**src/rtl/keypad_scanner.sv**
```systemverilog
// keypad_scanner: scans a 4x4 active-low matrix keypad one column per prescaler tick.
// Whole-keypad frames are debounced. Accepted keys give a one-cycle key_valid pulse and a held key_down level.
module keypad_scanner #(
  parameter int unsigned SCAN_DIV_BITS   = 13,
  parameter int unsigned DEBOUNCE_FRAMES = 3
) (
  input  logic       clk,
  input  logic       rst,
  input  logic [3:0] row,
  output logic [3:0] col,
  output logic [3:0] key_code,
  output logic       key_valid,
  output logic       key_down
);

  localparam int unsigned CNT_W = 4;
  localparam int unsigned RES_W = 5;
  localparam logic [CNT_W-1:0] DEB_MAX = CNT_W'(DEBOUNCE_FRAMES);

  logic [SCAN_DIV_BITS-1:0] presc;
  logic [1:0]               col_idx;
  logic [3:0]               rs_meta;
  logic [3:0]               rs;
  logic                     acc_hit;
  logic [3:0]               acc_code;
  logic [CNT_W-1:0]         stable_cnt;
  logic [RES_W-1:0]         last_res;

  logic                     tick_c;
  logic                     row_hit_c;
  logic                     frame_end_c;
  logic [1:0]               hit_row_c;
  logic [3:0]               samp_code_c;
  logic [RES_W-1:0]         frame_res_c;
  logic                     same_c;
  logic [CNT_W-1:0]         cnt_next_c;
  logic                     accept_c;

  // Frame result and debounce decision for the current tick.
  always_comb begin
    tick_c      = &presc;
    row_hit_c   = (rs != 4'b1111);
    hit_row_c   = 2'd0;
    for (int i = 3; i >= 0; i--) begin
      if (!rs[i]) hit_row_c = 2'(i);
    end
    samp_code_c = {hit_row_c, col_idx};
    frame_end_c = tick_c && (col_idx == 2'd3);

    if (acc_hit)        frame_res_c = {1'b1, acc_code};
    else if (row_hit_c) frame_res_c = {1'b1, samp_code_c};
    else                frame_res_c = RES_W'(0);

    same_c = (frame_res_c == last_res);
    if (!same_c)                  cnt_next_c = CNT_W'(1);
    else if (stable_cnt >= DEB_MAX) cnt_next_c = DEB_MAX;
    else                          cnt_next_c = stable_cnt + CNT_W'(1);

    // Accept only on the frame that first reaches the threshold, not while saturated.
    accept_c = (cnt_next_c == DEB_MAX) && !(same_c && (stable_cnt == DEB_MAX));
  end

  always_ff @(posedge clk or posedge rst) begin
    if (rst) begin
      presc      <= '0;
      col_idx    <= 2'd0;
      col        <= 4'b1110;
      rs_meta    <= 4'b1111;
      rs         <= 4'b1111;
      acc_hit    <= 1'b0;
      acc_code   <= 4'd0;
      stable_cnt <= '0;
      last_res   <= '0;
      key_code   <= 4'd0;
      key_valid  <= 1'b0;
      key_down   <= 1'b0;
    end else begin
      rs_meta   <= row;
      rs        <= rs_meta;
      presc     <= presc + SCAN_DIV_BITS'(1);
      key_valid <= 1'b0;
      if (tick_c) begin
        col_idx <= col_idx + 2'd1;
        col     <= {col[2:0], col[3]};
        if (frame_end_c) begin
          acc_hit    <= 1'b0;
          acc_code   <= 4'd0;
          stable_cnt <= cnt_next_c;
          if (!same_c) last_res <= frame_res_c;
          if (accept_c) begin
            if (frame_res_c[4]) begin
              // A still-held key that briefly glitched is not re-announced.
              if ((frame_res_c[3:0] != key_code) || !key_down) begin
                key_code  <= frame_res_c[3:0];
                key_down  <= 1'b1;
                key_valid <= 1'b1;
              end
            end else begin
              key_down <= 1'b0;
            end
          end
        end else if (!acc_hit && row_hit_c) begin
          acc_hit  <= 1'b1;
          acc_code <= samp_code_c;
        end
      end
    end
  end

endmodule

```
**config.mk**
```make
export PLATFORM = sky130hd
export DESIGN_NAME = keypad_scanner
export DESIGN_NICKNAME = d
export VERILOG_FILES = /design/src/rtl/keypad_scanner.sv
export SDC_FILE = /design/constraint.sdc
export NUM_CORES = 1
export LEC_CHECK = 0
export CORE_MARGIN = 5
export CORE_UTILIZATION = 62
export DETAILED_ROUTE_END_ITERATION = 8
export MAX_ROUTING_LAYER = met4
export PLACE_DENSITY = 0.92
export SYNTH_ARGS = -nofsm -noshare
export SYNTH_HDL_FRONTEND = slang
export SYNTH_SLANG_ARGS = --single-unit
```
**constraint.sdc**
```tcl
create_clock -name clk -period 6.95 [get_ports clk]
set_input_delay 1.39 -clock clk [delete_from_list [all_inputs] [get_ports clk]]
set_output_delay 1.39 -clock clk [all_outputs]
set_load 0.01 [all_outputs]
```
### After elaboration in Yosys (flattened, before gate mapping)

Cells that the tools add are included.

* memories kept: 0
* logic and storage cells: 58
* input bits: 6
* output and inout bits: 10
* flip-flop bits (word level): 47
* bits in latches: 0
* bits in read-only memories: 0
* bits in writable memories: 0

* shift-type cells: 0
* bitwise operators: 1
* divide/modulo/power cells: 0
* $mul: 0
* muxes and demuxes: 19
* order comparisons: 1
* add/subtract/negate cells: 3
* reductions and logical operators: 15
* equal/unequal tests: 7

Operator list (count)
* AND reduction 14 bit: 2
* AND reduction 17 bit: 1
* 2-to-1 mux 4 bit: 4
* AND reduction 16 bit: 1
* AND reduction 15 bit: 1
* adder 13 x 1 -> 13 bit (second input constant): 1
* AND reduction 13 bit: 1
* 2-to-1 mux 5 bit: 2
* 2-to-1 mux 1 bit: 9
* == test 4 x 2 -> 1 bit (second input constant): 2
* 2-to-1 mux 2 bit: 4
* == test 5 bit: 1
* adder 4 x 1 -> 4 bit (second input constant): 1
* >= comparator 4 x 2 -> 1 bit (second input constant): 1
* logical AND 1 bit: 4
* != test 4 bit: 1
* != test 4 bit (second input constant): 1
* zero test 1 bit: 3
* adder 2 x 1 -> 2 bit (second input constant): 1
* == test 2 bit (second input constant): 1
* != test 2 x 1 -> 1 bit (second input constant): 1
* nonzero test 2 bit: 1
* logical OR 1 bit: 1
* NOT 1 bit: 1

### Logic depth before layout (Yosys ltp)

Gate-level depths: netlist of run 1.

* word-level depth: 13
* gate-level depth with buffers: 7
* gate-level depth less buffers: 6

### Worst setup path after synthesis of run 1

Ideal clock, no wire load.

* kind: flip-flop to flip-flop
* start point: register rs[2]
* end point: register key_code[3]
* period minus slack after synthesis: 2.501 ns
* cell stages (with the launch flop): 7
* setup time: 0.125 ns
* data arrival time: 2.376 ns
* data required time: 6.825 ns
* slack: 4.449 ns
* cell sequence: dfstp_2 -> or2b_1 -> a31oi_1 -> xor2_1 -> or3_4 -> nor4_4 -> mux2_4

* longest elaborated chain between the ends: 10

Ends and longest elaborated chain
* start: declaration: RTL line 23 `logic [3:0] rs;`
* start signal: assignment: RTL line 79 `rs <= rs_meta;`
* 2-to-1 mux 2 bit (3 in series): RTL line 45 `if (!rs[i]) hit_row_c = 2'(i);`
* 2-to-1 mux 5 bit *: RTL line 51 `else if (row_hit_c) frame_res_c = {1'b1, samp_code_c};`
* 2-to-1 mux 5 bit *: RTL line 50 `if (acc_hit) frame_res_c = {1'b1, acc_code};`
* == test 5 bit: RTL line 54 `same_c = (frame_res_c == last_res);`
* 2-to-1 mux 4 bit or logical AND 1 bit (tied branches): RTL line 55, 60
* == test 4 x 2 -> 1 bit or zero test 1 bit (tied branches): RTL line 60 `accept_c = (cnt_next_c == DEB_MAX) && !(same_c && (stable_cnt == DEB_MAX));`
* logical AND 1 bit: RTL line 60
* AND reduction 17 bit (no source line)
* end signal: assignment: RTL line 94 `key_code <= frame_res_c[3:0];`
* end: declaration: RTL line 11 `output logic [3:0] key_code,`

Every way passes the cells marked *; elsewhere a longest branch is shown, timed or not.
A chain may end at the register's enable or synchronous reset.

### Worst setup path in the final report of run 1

* start point: register col[2]
* end point: output port col[2]

RTL lines
* start: declaration: RTL line 10 `output logic [3:0] col,`
* start signal: assignment: RTL line 84 `col <= {col[2:0], col[3]};`

No word-level cell between the ends.

==> results of run 1 <==
==> area by class of cell <==
type	instances	area, sq um
Inverter	5	18.77
Tap cell	46	57.56
Timing Repair Buffer	16	157.7
Fill cell	239	944.7
Clock buffer	8	68.82
Sequential cell	47	1190
Multi-Input combinational cell	119	925.9
==> path summary, 6_finish.rpt <==
kind | startpoint | end | slack, ns | depth (start not counted)
worst max-delay path | col[2] | col[2] | 4.09 | 1
max in group asynchronous | rst | col[3] | 5.09 | 3
worst max register to register | acc_hit | key_code[3] | 4.22 | 6
worst min register to register | rs_meta[0] | rs[0] | 0.35 | 0
min in group asynchronous | rst | acc_code[0] | 1.47 | 3
worst min-delay path | rs_meta[0] | rs[0] | 0.35 | 0
==> metal layers <==
layer / GRT usage [%] / up-vias / part of all wire (%)
met2: 29.45 / 33 / 52
met4: 7.375 / 0 / 2.2
met3: 4.797 / 10 / 3.5
li1: - / 665 / -
met1: 20.82 / 704 / 42
met5: - / - / 0
==> where the power goes <==
group	switching, mW	leakage [nW]	total [mW]	internal (mW)
logic	0.00910	0.439	0.0146	0.00548
registers	0.00294	0.604	0.281	0.278
clock network	0.0804	0.0386	0.140	0.0596
==> per-stage QoR <==
| step | hold slack (ns) | power (mW) | util [%] |
|---|---|---|---|
| 2_1_floorplan | 0.3452 | 0.2952 | - |
| 3_3_place_gp | 0.3474 | 0.2997 | 69.87 |
| 3_5_place_dp | 0.3472 | 0.3005 | 69.87 |
| 4_1_cts | 0.3604 | 0.4383 | 71.91 |
| 5_1_grt | 0.3645 | 0.4520 | 71.91 |
| 6_report | 0.3536 | 0.4354 | 71.91 |
==> synth_stat cells (4+ instances only) <==
cell	n
a21oi_1	4
a22o_1	4
and2_1	4
and3_1	5
dfrtp_1	36
dfstp_2	11
inv_1	5
mux2_2	8
nand2_1	13
nand3_1	9
nor2_1	5
o21ai_0	6
xnor2_1	9
xor2_1	10
==> logic make-up after synthesis <==
kind of cell | Yosys count | share of synthesized area (%)
muxes | 15 | 8.218
adders and majority gates | 3 | 1.736
and+or+nand+nor | 57 | 15.45
xor gates and xnor gates | 19 | 7.697
DFF | 47 | 55.03
AOI/OAI and AO/OA | 25 | 9.723
buffers and inverters | 9 | 2.141
==> flip-flops by register name, indices dropped and copies added, names as in the netlist <==
register	flops
rs	4
key_down	1
acc_hit	1
key_code	4
key_valid	1
acc_code	4
presc	13
last_res	5
col	4
col_idx	2
rs_meta	4
stable_cnt	4
==> results.tsv, run 1 <==
stage	metric	value	unit
run_status	status	complete, no violations	
sta	RSZ-0062 raised after global routing	no	
sta	Period minus WS final	2.864	ns
clock_network	clk buf depth	2	
critical_path	CP top delay family	flip-flops	
sta	Worst Skew	0.01181	ns
clock_network	CTS buffer count	5	
yosys	cell taking the most area after synthesis	dfrtp_1	
placement	placed cell areas	2350	sq um
finish	most common cell after layout, fill and taps aside	dfrtp_1	
critical_path	CP startpoint kind	flip-flop	
placement	IO buf count	15	
finish	commonest non-fill, non-tap cells in the layout	dfrtp_1 (36), clkdlybuf4s50_1 (15), nand2_1 (13), dfstp_2 (11), xor2_1 (10)	
drt	Vias	1412	
grt	GR Overflow Total	0	
floorplanning	Starting Density	64.29	%
yosys	syn_area_per_cell	12.35	sq um
drt	DRT Wirelength	3888	microns
critical_path	Critical Path RT	5.56	ns
pwr	Power Density	180.0	nW/um^2
yosys	Synth Register Bits	47	
yosys	Synth Flop Type	dfrtp_1	
clock_network	Root Buffer	clkbuf_4	
clock_network	H-tree levels	2	
clock_network	clk sink count	47	
drt	DRT Pass-1 Iters	4	
drt	Initial DRC Count	88	
clock_network	Worst-path clk slew	0.12	ns
floorplanning	Die Span X	69.05	microns
clock_network	CTS tree	done	
drt	vias per cell	5.859	
sta	final hold viol count	0	
yosys	synthesized instance count	175	
clock_network	hold_buf cts	0	
critical_path	CP bufs+invs	1	
grt	first-pass GRT wire length	6693	microns
finish	area grow syn2layout	11.86	%
floorplanning	die area	4768	sq um
drt	DRC errors left	0	
sta	Fin Setup TNS	0	ns
sta	final setup margin	4.086	ns
finish	Design Area, Final	2419	sq um
grt	largest net degree at the start of global routing	48	
placement	post-placement cell count	233	
yosys	post-synthesis sequential area ratio	55.03	%
clock_network	Post-CTS Resized	0	
finish	Final nets	203	
placement	RD Place Congestion	0.8932	
yosys	Cell Area, Synth	2162	sq um
critical_path	critical path's slowest cell	dfstp_2	
grt	GRT Total Usage	17.93	%
critical_path	cell breakdown of the critical path	clkdlybuf4s50_1	
finish	Non-Filler Instances	241	
clock_network	Post-CTS Setup Bufs	0	
critical_path	Worst Setup Path Type	reg -> out	
grt	number of global-route vias before repair	1450	
yosys	Synthesis Warnings	0	
sta	Setup violations, final	0	
sta	Tcrit/Tclk final	41.20	%
floorplanning	core area	3363	sq um
critical_path	Max stage delay on crit path	0.57	ns
pwr	Leak	1.082	nW
sta	worst slew pin tran	0.8665	ns
run	number of max-cap violations	0	
placement	Place WS	4.238	ns
placement	HPWL after DPL	2890	microns
yosys	share of the synthesized area in the top cell type	41.67	%
critical_path	crit end category	output pin	
floorplanning	number of top-level pins	16	
clock_network	Worst-Skew Late Latency	0.36	ns
sta	Fmax achieved	349.2	MHz
drt	WL/cell	16.13	microns
min_path	worst hold path class	reg -> reg	
finish	layout cell share with drive strength beyond 1	17.95	%
floorplanning	DIE HEIGHT	69.05	microns
grt	initial antenna violation count	0	
floorplanning	Rows	21	
yosys	Unique masters post-synth	45	
critical_path	critical path arrival	1.47	ns
yosys	top cells by area, synth	dfrtp_1 (42%), dfstp_2 (13%), mux2_2 (4.2%)	
yosys	Async SR Flop Fraction	100.0	%
finish	n_diodes	0	
sta	relative slew slack	41.79	%
drt	remaining antenna violation count	0	
critical_path	Crit Path Max Fanout	3	
pwr	peak supply drop	0.1571	mV
sta	final slew viol count	0	
yosys	EDFF count, synth	0	
yosys	syn_nets	184	
Note: power is estimated with default switching activity, not from simulation.
==> run 2: changes to the inputs <==
--- a/config.mk
+++ b/config.mk
@@ -6,10 +6,10 @@
 export NUM_CORES = 1
 export LEC_CHECK = 0
 export CORE_MARGIN = 5
-export CORE_UTILIZATION = 62
+export CORE_UTILIZATION = 57
 export DETAILED_ROUTE_END_ITERATION = 8
 export MAX_ROUTING_LAYER = met4
-export PLACE_DENSITY = 0.92
+export PLACE_DENSITY = 0.86
 export SYNTH_ARGS = -nofsm -noshare
 export SYNTH_HDL_FRONTEND = slang
 export SYNTH_SLANG_ARGS = --single-unit
==> constraint.sdc (replaced) <==
create_clock -name clk -period 2.77 [get_ports clk]
set_input_delay 0.554 -clock clk [delete_from_list [all_inputs] [get_ports clk]]
set_output_delay 0.554 -clock clk [all_outputs]
set_load 0.01 [all_outputs]
==> run 2 against run 1 <==
  * Via count grew 2.2%
  * First-iteration DRC count shrank 1.1%
  * Sequential cell count unchanged
  * Sequential power rose to 2.5 times the previous value
  * Utilization fell by 4.1 points
  * Clock power grew to 3.0 times the previous value
  * Clock skew fell by 0.0038 ns
  * Die area up 7.5%
  * Highest routed layer unchanged
  * Critical path depth increased by 5
  * Register-to-register slack got worse by 4.0 ns
==> results.tsv, run 2 (synthesized netlist as in run 1, its figures left out) <==
stage	metric	value	unit
drt	DRC errors left	0	
drt	WL/cell	15.22	microns
finish	number of flip-flops in the largest register	13	
sta	Setup violations, final	0	
clock_network	Worst-path clk slew	0.08	ns
sta	worst slew pin tran	0.5883	ns
run_status	status	complete, no violations	
grt	GR Overflow Total	0	
clock_network	H-tree levels	2	
floorplanning	Die Span X	71.59	microns
grt	GRT Total Usage	17.31	%
critical_path	Worst Setup Path Type	reg -> reg	
grt	number of global-route vias before repair	1486	
sta	Worst Skew	0.008045	ns
pwr	Leak	1.120	nW
critical_path	critical path arrival	2.74	ns
grt	largest net degree at the start of global routing	29	
placement	RD Place Congestion	0.8715	
clock_network	clk buf depth	2	
sta	relative slew slack	60.42	%
placement	IO buf count	15	
clock_network	Post-CTS Resized	0	
pwr	total power	1.159	mW
floorplanning	DIE HEIGHT	71.59	microns
critical_path	crit end category	flip-flop	
clock_network	Post-CTS Setup Bufs	0	
clock_network	Root Buffer	clkbuf_8	
drt	remaining antenna violation count	0	
sta	worst hold slack	0.3517	ns
clock_network	clk sink count	47	
clock_network	hold_buf cts	0	
clock_network	CTS buffer count	5	
finish	commonest non-fill, non-tap cells in the layout	dfrtp_1 (35), clkdlybuf4s50_1 (15), nand2_1 (13), dfstp_2 (11), xor2_1 (10)	
sta	Period minus WS final	2.551	ns
drt	Vias	1443	
floorplanning	Rows	22	
floorplanning	core area	3661	sq um
pwr	Power Density	467.0	nW/um^2
sta	RSZ-0062 raised after global routing	no	
sta	final setup margin	0.2188	ns
sta	Tcrit/Tclk final	92.10	%
pwr	peak supply drop	0.3942	mV
sta	final hold viol count	0	
min_path	worst hold path class	reg -> reg	
sta	Fin Setup TNS	0	ns
run	number of max-cap violations	0	
finish	n_diodes	0	
drt	vias per cell	5.819	
floorplanning	number of top-level pins	16	
finish	# fillers	277	
clock_network	Worst-Skew Late Latency	0.30	ns
finish	Final nets	208	
finish	area of the multi-input gates	925.9	sq um
floorplanning	die area	5125	sq um
finish	largest registers	presc (13), last_res (5)	
critical_path	CP startpoint kind	flip-flop	
critical_path	Crit Path Max Fanout	4	
clock_network	CTS tree	done	
grt	initial antenna violation count	0	
finish	most common cell after layout, fill and taps aside	dfrtp_1	
grt	first-pass GRT wire length	6727	microns
finish	Biggest register	presc	
sta	Fmax achieved	392.0	MHz
placement	HPWL after DPL	2799	microns
drt	DRT Wirelength	3775	microns
sta	final slew viol count	0	
placement	Place WS	0.1915	ns
finish	area grow syn2layout	14.81	%
critical_path	Critical Path RT	2.96	ns
drt	DRT Pass-1 Iters	4	
finish	Storage cell area	1191	sq um
floorplanning	Starting Density	59.06	%
drt	Initial DRC Count	87	
finish	layout cell share with drive strength beyond 1	20.50	%
==> run 2: changes by cell type in the layout (fill, tap and decap cells not counted) <==
| cell | delta |
|---|---|
| buf_4 | +5 |
| clkbuf_4 | -5 |
| clkbuf_8 | +4 |
| clkinv_1 | -1 |
| clkinv_2 | +1 |
| dfrtp_1 | -1 |
| dfrtp_2 | +1 |
| inv_1 | +1 |
==> run 2: cell type report <==
class / count / area share, %
clock inverter: 1 / 0.2016
clock buffer: 7 / 3.478
multi-input combinational: 119 / 37.30
timing repair buffer: 21 / 7.863
inverter: 5 / 0.7560
sequential: 47 / 47.98
tap: 48 / 2.419
==> run 2: worst max-delay path: stages, from the launching register on <==
cell,delay (ns)
dfstp_2,0.59
or2b_1,0.26
a31oi_1,0.29
xor2_1,0.15
or3_4,0.41
nor4_4,0.43
mux2_4,0.34
==> run 2: power breakdown <==
| part | internal (mW) | switching (mW) | total (mW) |
|---|---|---|---|
| Combinational | 0.0158 | 0.0228 | 0.0387 |
| Clock | 0.201 | 0.215 | 0.416 |
| Sequential | 0.697 | 0.00762 | 0.704 |
==> run 2: per-layer routing <==
layer	track usage, %	vias to the layer above	routed length [microns]
li1	-	680	-
met1	20.88	722	1596
met2	28.37	33	1950
met3	4.208	8	161
met4	6.054	0	66
met5	-	-	0
==> run 2: final timing paths <==
kind,start,end,slack [ns],depth (start not counted)
hold / removal,rs_meta[3],rs[3],0.35,0
max in group asynchronous,rst,col[2],1.84,3
min in group asynchronous,rst,acc_code[2],0.59,3
setup / recovery,rs[2],key_code[1],0.22,6
hold reg to reg,rs_meta[3],rs[3],0.35,0
setup reg to reg,rs[2],key_code[1],0.22,6
==> run 2: per-stage QoR <==
stage | util (%) | std cells | area (sq um)
2_1_floorplan | - | 175 | 2162
3_3_place_gp | 65.28 | 240 | 2390
3_5_place_dp | 65.28 | 240 | 2390
4_1_cts | 67.77 | 248 | 2481
5_1_grt | 67.81 | 248 | 2482
6_report | 67.81 | 248 | 2482
